$ cat src/rtl/lsu_dmem_ctrl.sv
// Load/store unit driving a word-only DMEM port: sub-word load extraction and SB/SH read-modify-write.
// Optional LSU_RANGE_CHECK_EN: addresses at or beyond DMEM_WORDS*4 complete with resp_err and no memory access.
module lsu_dmem_ctrl #(
    parameter int unsigned DMEM_WORDS = 256
) (
    input  logic        clk,
    input  logic        rst,
    input  logic        req_valid,
    output logic        req_ready,
    input  logic        req_we,
    input  logic [2:0]  req_funct3,
    input  logic [31:0] req_addr,
    input  logic [31:0] req_wdata,
    output logic        resp_valid,
    output logic [31:0] resp_rdata,
    output logic        resp_err,
    output logic        mem_read,
    output logic        mem_write,
    output logic [31:0] mem_addr,
    output logic [31:0] mem_wdata,
    input  logic [31:0] mem_rdata
);

    localparam logic [2:0] S_IDLE   = 3'd0;
    localparam logic [2:0] S_LOAD   = 3'd1;
    localparam logic [2:0] S_WRITE  = 3'd2;
    localparam logic [2:0] S_RMW_RD = 3'd3;
    localparam logic [2:0] S_RMW_WR = 3'd4;
    localparam logic [2:0] S_RESP   = 3'd5;

    localparam logic [2:0] F3_B  = 3'b000;
    localparam logic [2:0] F3_H  = 3'b001;
    localparam logic [2:0] F3_W  = 3'b010;
    localparam logic [2:0] F3_BU = 3'b100;
    localparam logic [2:0] F3_HU = 3'b101;

`ifdef LSU_RANGE_CHECK_EN
    localparam logic LP_RANGE_EN = 1'b1;
`else
    localparam logic LP_RANGE_EN = 1'b0;
`endif
    localparam logic [32:0] LP_LIMIT = 33'(DMEM_WORDS) * 33'd4;

    logic [2:0]  r_state;
    logic [2:0]  r_funct3;
    logic [31:0] r_addr;
    logic [31:0] r_wdata;
    logic [31:0] r_word;
    logic [31:0] r_rdata;
    logic        r_err;

    logic        w_illegal;
    logic        w_out_of_range;
    logic        w_err;
    logic [7:0]  w_byte;
    logic [15:0] w_half;
    logic [31:0] w_load_data;
    logic [31:0] w_merge_word;
    logic        w_access;

    // Legality is judged on the live request inputs at the accept edge.
    always_comb begin
        w_illegal = 1'b0;
        case (req_funct3)
            F3_B, F3_BU: w_illegal = req_we && req_funct3[2];
            F3_H, F3_HU: w_illegal = (req_we && req_funct3[2]) || req_addr[0];
            F3_W:        w_illegal = (req_addr[1:0] != 2'b00);
            default:     w_illegal = 1'b1;
        endcase
    end

    assign w_out_of_range = LP_RANGE_EN && ({1'b0, req_addr} >= LP_LIMIT);
    assign w_err          = w_illegal || w_out_of_range;

    always_comb begin
        w_byte = mem_rdata[7:0];
        case (r_addr[1:0])
            2'd0: w_byte = mem_rdata[7:0];
            2'd1: w_byte = mem_rdata[15:8];
            2'd2: w_byte = mem_rdata[23:16];
            2'd3: w_byte = mem_rdata[31:24];
            default: w_byte = mem_rdata[7:0];
        endcase
        w_half = r_addr[1] ? mem_rdata[31:16] : mem_rdata[15:0];
    end

    always_comb begin
        w_load_data = mem_rdata;
        case (r_funct3)
            F3_B:    w_load_data = {{24{w_byte[7]}}, w_byte};
            F3_H:    w_load_data = {{16{w_half[15]}}, w_half};
            F3_BU:   w_load_data = {24'd0, w_byte};
            F3_HU:   w_load_data = {16'd0, w_half};
            default: w_load_data = mem_rdata;
        endcase
    end

    // funct3[0] separates SH from SB; both reach RMW only after passing legality.
    always_comb begin
        w_merge_word = r_word;
        if (r_funct3[0]) begin
            if (r_addr[1]) begin
                w_merge_word[31:16] = r_wdata[15:0];
            end else begin
                w_merge_word[15:0] = r_wdata[15:0];
            end
        end else begin
            case (r_addr[1:0])
                2'd0: w_merge_word[7:0]   = r_wdata[7:0];
                2'd1: w_merge_word[15:8]  = r_wdata[7:0];
                2'd2: w_merge_word[23:16] = r_wdata[7:0];
                2'd3: w_merge_word[31:24] = r_wdata[7:0];
                default: w_merge_word = r_word;
            endcase
        end
    end

    always_ff @(posedge clk or posedge rst) begin
        if (rst) begin
            r_state  <= S_IDLE;
            r_funct3 <= '0;
            r_addr   <= '0;
            r_wdata  <= '0;
            r_word   <= '0;
            r_rdata  <= '0;
            r_err    <= 1'b0;
        end else begin
            case (r_state)
                S_IDLE: begin
                    if (req_valid) begin
                        r_funct3 <= req_funct3;
                        r_addr   <= req_addr;
                        r_wdata  <= req_wdata;
                        if (w_err) begin
                            r_err   <= 1'b1;
                            r_rdata <= '0;
                            r_state <= S_RESP;
                        end else if (!req_we) begin
                            r_state <= S_LOAD;
                        end else if (req_funct3 == F3_W) begin
                            r_state <= S_WRITE;
                        end else begin
                            r_state <= S_RMW_RD;
                        end
                    end
                end
                S_LOAD: begin
                    r_rdata <= w_load_data;
                    r_err   <= 1'b0;
                    r_state <= S_RESP;
                end
                S_WRITE: begin
                    r_rdata <= '0;
                    r_err   <= 1'b0;
                    r_state <= S_RESP;
                end
                S_RMW_RD: begin
                    r_word  <= mem_rdata;
                    r_state <= S_RMW_WR;
                end
                S_RMW_WR: begin
                    r_rdata <= '0;
                    r_err   <= 1'b0;
                    r_state <= S_RESP;
                end
                S_RESP: begin
                    r_state <= S_IDLE;
                end
                default: begin
                    r_state <= S_IDLE;
                end
            endcase
        end
    end

    // Memory strobes decode straight from state so an async reset drops them at once.
    assign req_ready  = (r_state == S_IDLE);
    assign resp_valid = (r_state == S_RESP);
    assign resp_rdata = r_rdata;
    assign resp_err   = r_err;
    assign mem_read   = (r_state == S_LOAD)  || (r_state == S_RMW_RD);
    assign mem_write  = (r_state == S_WRITE) || (r_state == S_RMW_WR);
    assign w_access   = mem_read || mem_write;
    assign mem_addr   = w_access ? {r_addr[31:2], 2'b00} : '0;

    always_comb begin
        mem_wdata = '0;
        if (r_state == S_WRITE) begin
            mem_wdata = r_wdata;
        end else if (r_state == S_RMW_WR) begin
            mem_wdata = w_merge_word;
        end
    end

endmodule

$ cat config.mk
export PLATFORM = sky130hd
export DESIGN_NAME = lsu_dmem_ctrl
export DESIGN_NICKNAME = d
export VERILOG_FILES = /design/src/rtl/lsu_dmem_ctrl.sv
export SDC_FILE = /design/constraint.sdc
export NUM_CORES = 1
export LEC_CHECK = 0
export ABC_AREA = 0
export CAP_MARGIN = 20
export CORE_UTILIZATION = 51
export CTS_CLUSTER_SIZE = 28
export DETAILED_ROUTE_END_ITERATION = 10
export PLACE_DENSITY = 0.86
export REMOVE_ABC_BUFFERS = 1
export SYNTH_ARGS = -nofsm -noshare
export SYNTH_HDL_FRONTEND = slang
export SYNTH_SLANG_ARGS = --single-unit
$ cat constraint.sdc
create_clock -name clk -period 12.5 [get_ports clk]
set_input_delay 3.75 -clock clk [delete_from_list [all_inputs] [get_ports clk]]
set_output_delay 3.75 -clock clk [all_outputs]
set_load 0.02 [all_outputs]
After elaboration in Yosys (flattened, before gate mapping)
Index checks and enable logic that the tools add are counted.
{ "classes": {"addsub": 0, "n_mul": 0, "div": 0, "n_lt_le_gt_ge": 0, "n_eq_ne": 17, "shift": 0, "n_mux": 25, "bitwise_logic": 0, "reduce_logical": 19} }
{ "ops": {"columns": ["operator", "count"], "rows": [
  ["$mux 32", 6],
  ["$pmux 32 s4", 1],
  ["$pmux 32 s3", 1],
  ["$mux 16", 3],
  ["$mux 8", 4],
  ["$pmux 8 s4", 1],
  ["$eq 3x3->1 const B", 6],
  ["$eq 3x1->1 const B", 3],
  ["$eq 3x2->1 const B", 3],
  ["$logic_not 3->1", 3],
  ["$pmux 3 s3", 1],
  ["$mux 3", 2],
  ["$reduce_and 3->1", 2],
  ["$reduce_or 2->1", 3],
  ["$eq 2x2->1 const B", 2],
  ["$logic_or 1x1->1", 4],
  ["$reduce_bool 2->1", 2],
  ["$mux 1", 3],
  ["$pmux 1 s3", 1],
  ["$reduce_bool 3->1", 1],
  ["$reduce_or 3->1", 1],
  ["$eq 2x1->1 const B", 1],
  ["$logic_not 2->1", 1],
  ["$mux 2", 1],
  ["other kinds (5)", 5]
]} }
{ "totals": {"ff_bits": 135, "latch_bits": 0, "ram_bits": 0, "mem_bits_ro": 0, "in_bits": 103, "elab_cells": 68, "n_memories": 0} }

Longest topological paths before layout
{ "depth": {"depth_word": 6, "depth_mapped": 9} }

Least setup slack after synthesis
No wires, ideal clock.
{ "synth_path": {"kind": "reg-to-output", "startpoint": "reg r_funct3[0]", "endpoint": "out mem_wdata[16]", "t_arrival_ps": 1774, "required_time_ps": 8750, "slack_ps": 6976, "path_stages_with_launch": 6, "n_path_buf": 1, "path_cell_list": "dfrtp_1 > clkbuf_1 > nand2b_1 > nand2_1 > mux2i_1 > o21ai_0"} }
{ "synth_between": {"elab_chain_cells": 3} }
{ "synth_rtl": {"columns": ["element", "line", "source"], "rows": [
  ["start, declared", "45", "logic [2:0] r_funct3;"],
  ["start signal, assigned", "131", "r_funct3 <= req_funct3;"],
  ["$mux 32", "101", "if (r_funct3[0]) begin"],
  ["$mux 32", "190", "end else if (r_state == S_RMW_WR) begin"],
  ["$mux 32", "188", "if (r_state == S_WRITE) begin"],
  ["end, declared", "20", "output logic [31:0] mem_wdata,"]
]} }
Every way passes these cells.

Worst setup path after layout
{ "layout_path": {"startpoint": "reg r_funct3[0]", "endpoint": "out mem_wdata[6]"} }
Same word-level chain as after synthesis.

==> out/qor.yml <==
netlist_top_cells_area: "dfrtp_1 (51%), mux2_2 (16%), o21ai_0 (3.4%)"
fill_cells: 919
grt_util_all_layers_pct: 29.16
hold_violations: 0
dp_hpwl_mm: 13.40
tightest_slew_ns: 0.9815
setup_viol: 0
synth_top_area_share_pct: 51.21
syn_avg_cell_area_sq_um: 11.49
ys.flop_type: "dfrtp_1"
async_flop_share_pct: 100.0
clk_path_buf_depth: 2
yosys.area_share.simple_pct: 10.19
crit_path_top_delay_cell: "dfrtp_1"
grt_pass1_wl_mm: 28.98
cts.sinks: 135
outcome: "completed"
total_power_mw: 2.517
path_class: "flop to primary output"
cap_violations: 0
synth_compound_area_share_pct: 14.93
syn_area_sq_um: 6596
route.detailed.drc: 0
postRouteAntennaNets: 0
synth_edf_count: 0
wirelength_mm: 18.74
place_congestion: 0.8848
min_path_type: "flop to flop"
synth_seq_area_share_pct: 51.21
maxSlewHeadroom_pct: 34.28
area_growth_pct: 39.95
nets: 859
stdcell_count: 941
fp.dieW_microns: 115.7
min-delay-start: "resp_rdata[9]"
arrival_ns: 3.20
post-route-period-util_pct: 55.61
route.vias.total: 5419
core_area_sq_um: 12620
finalCriticalPeriod_ns: 6.951
timing.critical_path.slowest_cell_delay_ns: 0.94
reg2reg_setup_slack_ns: 9.98
portBuffers: 201
gr-total-overflow: 0
synthMuxAreaShare_pct: 19.14
power_leakage_nw: 3.795
ir_worst_vdd_mv: 0.1831
critPathLaunchType: "flop"
synth_warnings: 0
antenna_found_initial: 0
synth_xor_xnor_area_share_pct: 0
grt_setup_unrepaired: "no"
cts_setup_buffers: 0
end_kind: "primary output"
num_io_pins: 204
layout_commonest_cell: "clkdlybuf4s50_1"
synthAdderAreaFrac_pct: 0
clk_pin_slew_ns: 0.06
netlist_instances: 574
r2r-start: "r_funct3[0]"
clk_latency_ns: 0.42
row_count: 41
synth-seq-cells: 135
vias_per_cell: 5.759
layout-drive-gt1-share_pct: 18.86
final.setup_skew_ns: 0.004753
synth_top_family_by_area: "multiplexers"
r2r-end: "resp_rdata[2]"
worst_slack_ns: 5.549
cts_resized: 0
htreeDepth: 4
dp.cells: 909
diodes: 0
final_cell_mix: "clkdlybuf4s50_1 (201), dfrtp_1 (135), mux2_2 (91)"
fmax_mhz: 143.9
multi_input_area_sq_um: 2938
layout.area.seq_sq_um: 3378
hold-path-endpoint: "resp_rdata[9]"
required_ns: 8.75
slew_violations: 0
drt-initial-drc-count: 357
hold_depth: 1
clock-root-buffer: "clkbuf_16"
firstDrtPassIters: 5
synth_area_leader_cell: "dfrtp_1"
wire_per_inst_microns: 19.92
r2r_cells: 4
initial_core_util_pct: 52.27
ys_types: 46
crit_path_max_fanout: 32
hold_buffers: 0
fp.dieH_microns: 115.7
numCtsBuffers: 17
cellPowerDensity_nw_per_um2: 272.7
setup-tns-final_ns: 0
cts_tree: "yes"
crit_chain: "nor2b_1 > o31ai_2 > a22o_1 > clkdlybuf4s50_1"
startpoint: "r_funct3[0]"
pre_cts_ws_ns: 6.059
grt_max_degree: 79
grt_pass1_vias: 5462
fp.dieArea_sq_um: 13390
[state kept, by name, indices dropped and copies added, names as in the netlist]
| signal | cells |
|---|---|
| r_addr | 32 |
| r_wdata | 32 |
| r_word | 32 |
| resp_rdata | 32 |
| r_funct3 | 3 |
| r_state | 3 |
| resp_err | 1 |
[layout make-up]
class | instances | share of cell area, %
sequential | 135 | 36.60
multi-input combinational | 384 | 31.82
timing repair buffer | 206 | 22.20
clock buffer | 22 | 5.137
tap | 172 | 2.331
clock inverter | 10 | 1.355
inverter | 12 | 0.5557
[cells in the mapped netlist, types with 2 or more instances]
library cell	number
a211oi_1	7
a21oi_1	4
a22o_1	8
a22oi_1	5
a2bb2oi_1	2
a31oi_1	2
a32o_1	6
and2_1	35
buf_1	5
buf_12	2
buf_2	7
buf_4	7
buf_6	2
clkbuf_1	20
dfrtp_1	135
inv_1	11
mux2_2	91
mux2_4	9
mux2i_1	8
nand2_1	47
nand2b_1	7
nand3_1	2
nor2_1	37
nor2b_1	3
nor3b_1	3
nor4_1	2
o21ai_0	45
o221ai_1	15
o2bb2ai_1	25
o32a_1	6
[layer usage]
| layer | global-route usage, % | wire length (microns) | up-vias |
|---|---|---|---|
| li1 | - | - | 2435 |
| met1 | 37.56 | 7959 | 2705 |
| met2 | 47.11 | 8897 | 244 |
| met3 | 7.688 | 1436 | 35 |
| met4 | 11.71 | 449 | 0 |
| met5 | 0 | 0 | - |
[how the worst max path moves through the flow]
stage | endpoint | slack (ns) | cells after the start
2_1_floorplan | r_addr[0] | 5.14 | 1
3_3_place_gp | mem_wdata[0] | 6.15 | 4
3_5_place_dp | mem_wdata[6] | 6.06 | 4
4_1_cts | mem_wdata[6] | 5.57 | 4
5_1_grt | mem_wdata[1] | 5.37 | 4
6_report | mem_wdata[6] | 5.55 | 4
[logic make-up after synthesis]
logic type             Yosys count
flip-flops                     135
AND/OR/NAND/NOR                139
other                            1
multiplexers                   109
AO/OA/AOI/OAI                  134
buffers and inverters           56
[stage by stage]
step	hold WS, ns	cell area (sq um)	util [%]
CTS	0.4904	9231	73.15
global placement	0.4737	8632	68.40
finish	0.4880	9231	73.15
floorplan	0.4723	6351	-
detailed placement	0.4731	8632	68.40
global route	0.5023	9231	73.15
[critical path: cells and delay by family, from the launching register on]
family	cells	cell delay, ns
DFF	1	0.94
AOI/OAI and AO/OA	2	0.82
buffers and inverters	1	0.61
and+or+nand+nor	1	0.40
[where the power goes]
group	switching (mW)	total, mW	leakage (nW)	internal (mW)
sequential	0.155	0.786	1.64	0.631
combinational	0.631	1.23	1.85	0.596
clock	0.178	0.504	0.303	0.327
total	0.964	2.52	3.80	1.55
Power figures use the tool's default switching activity.
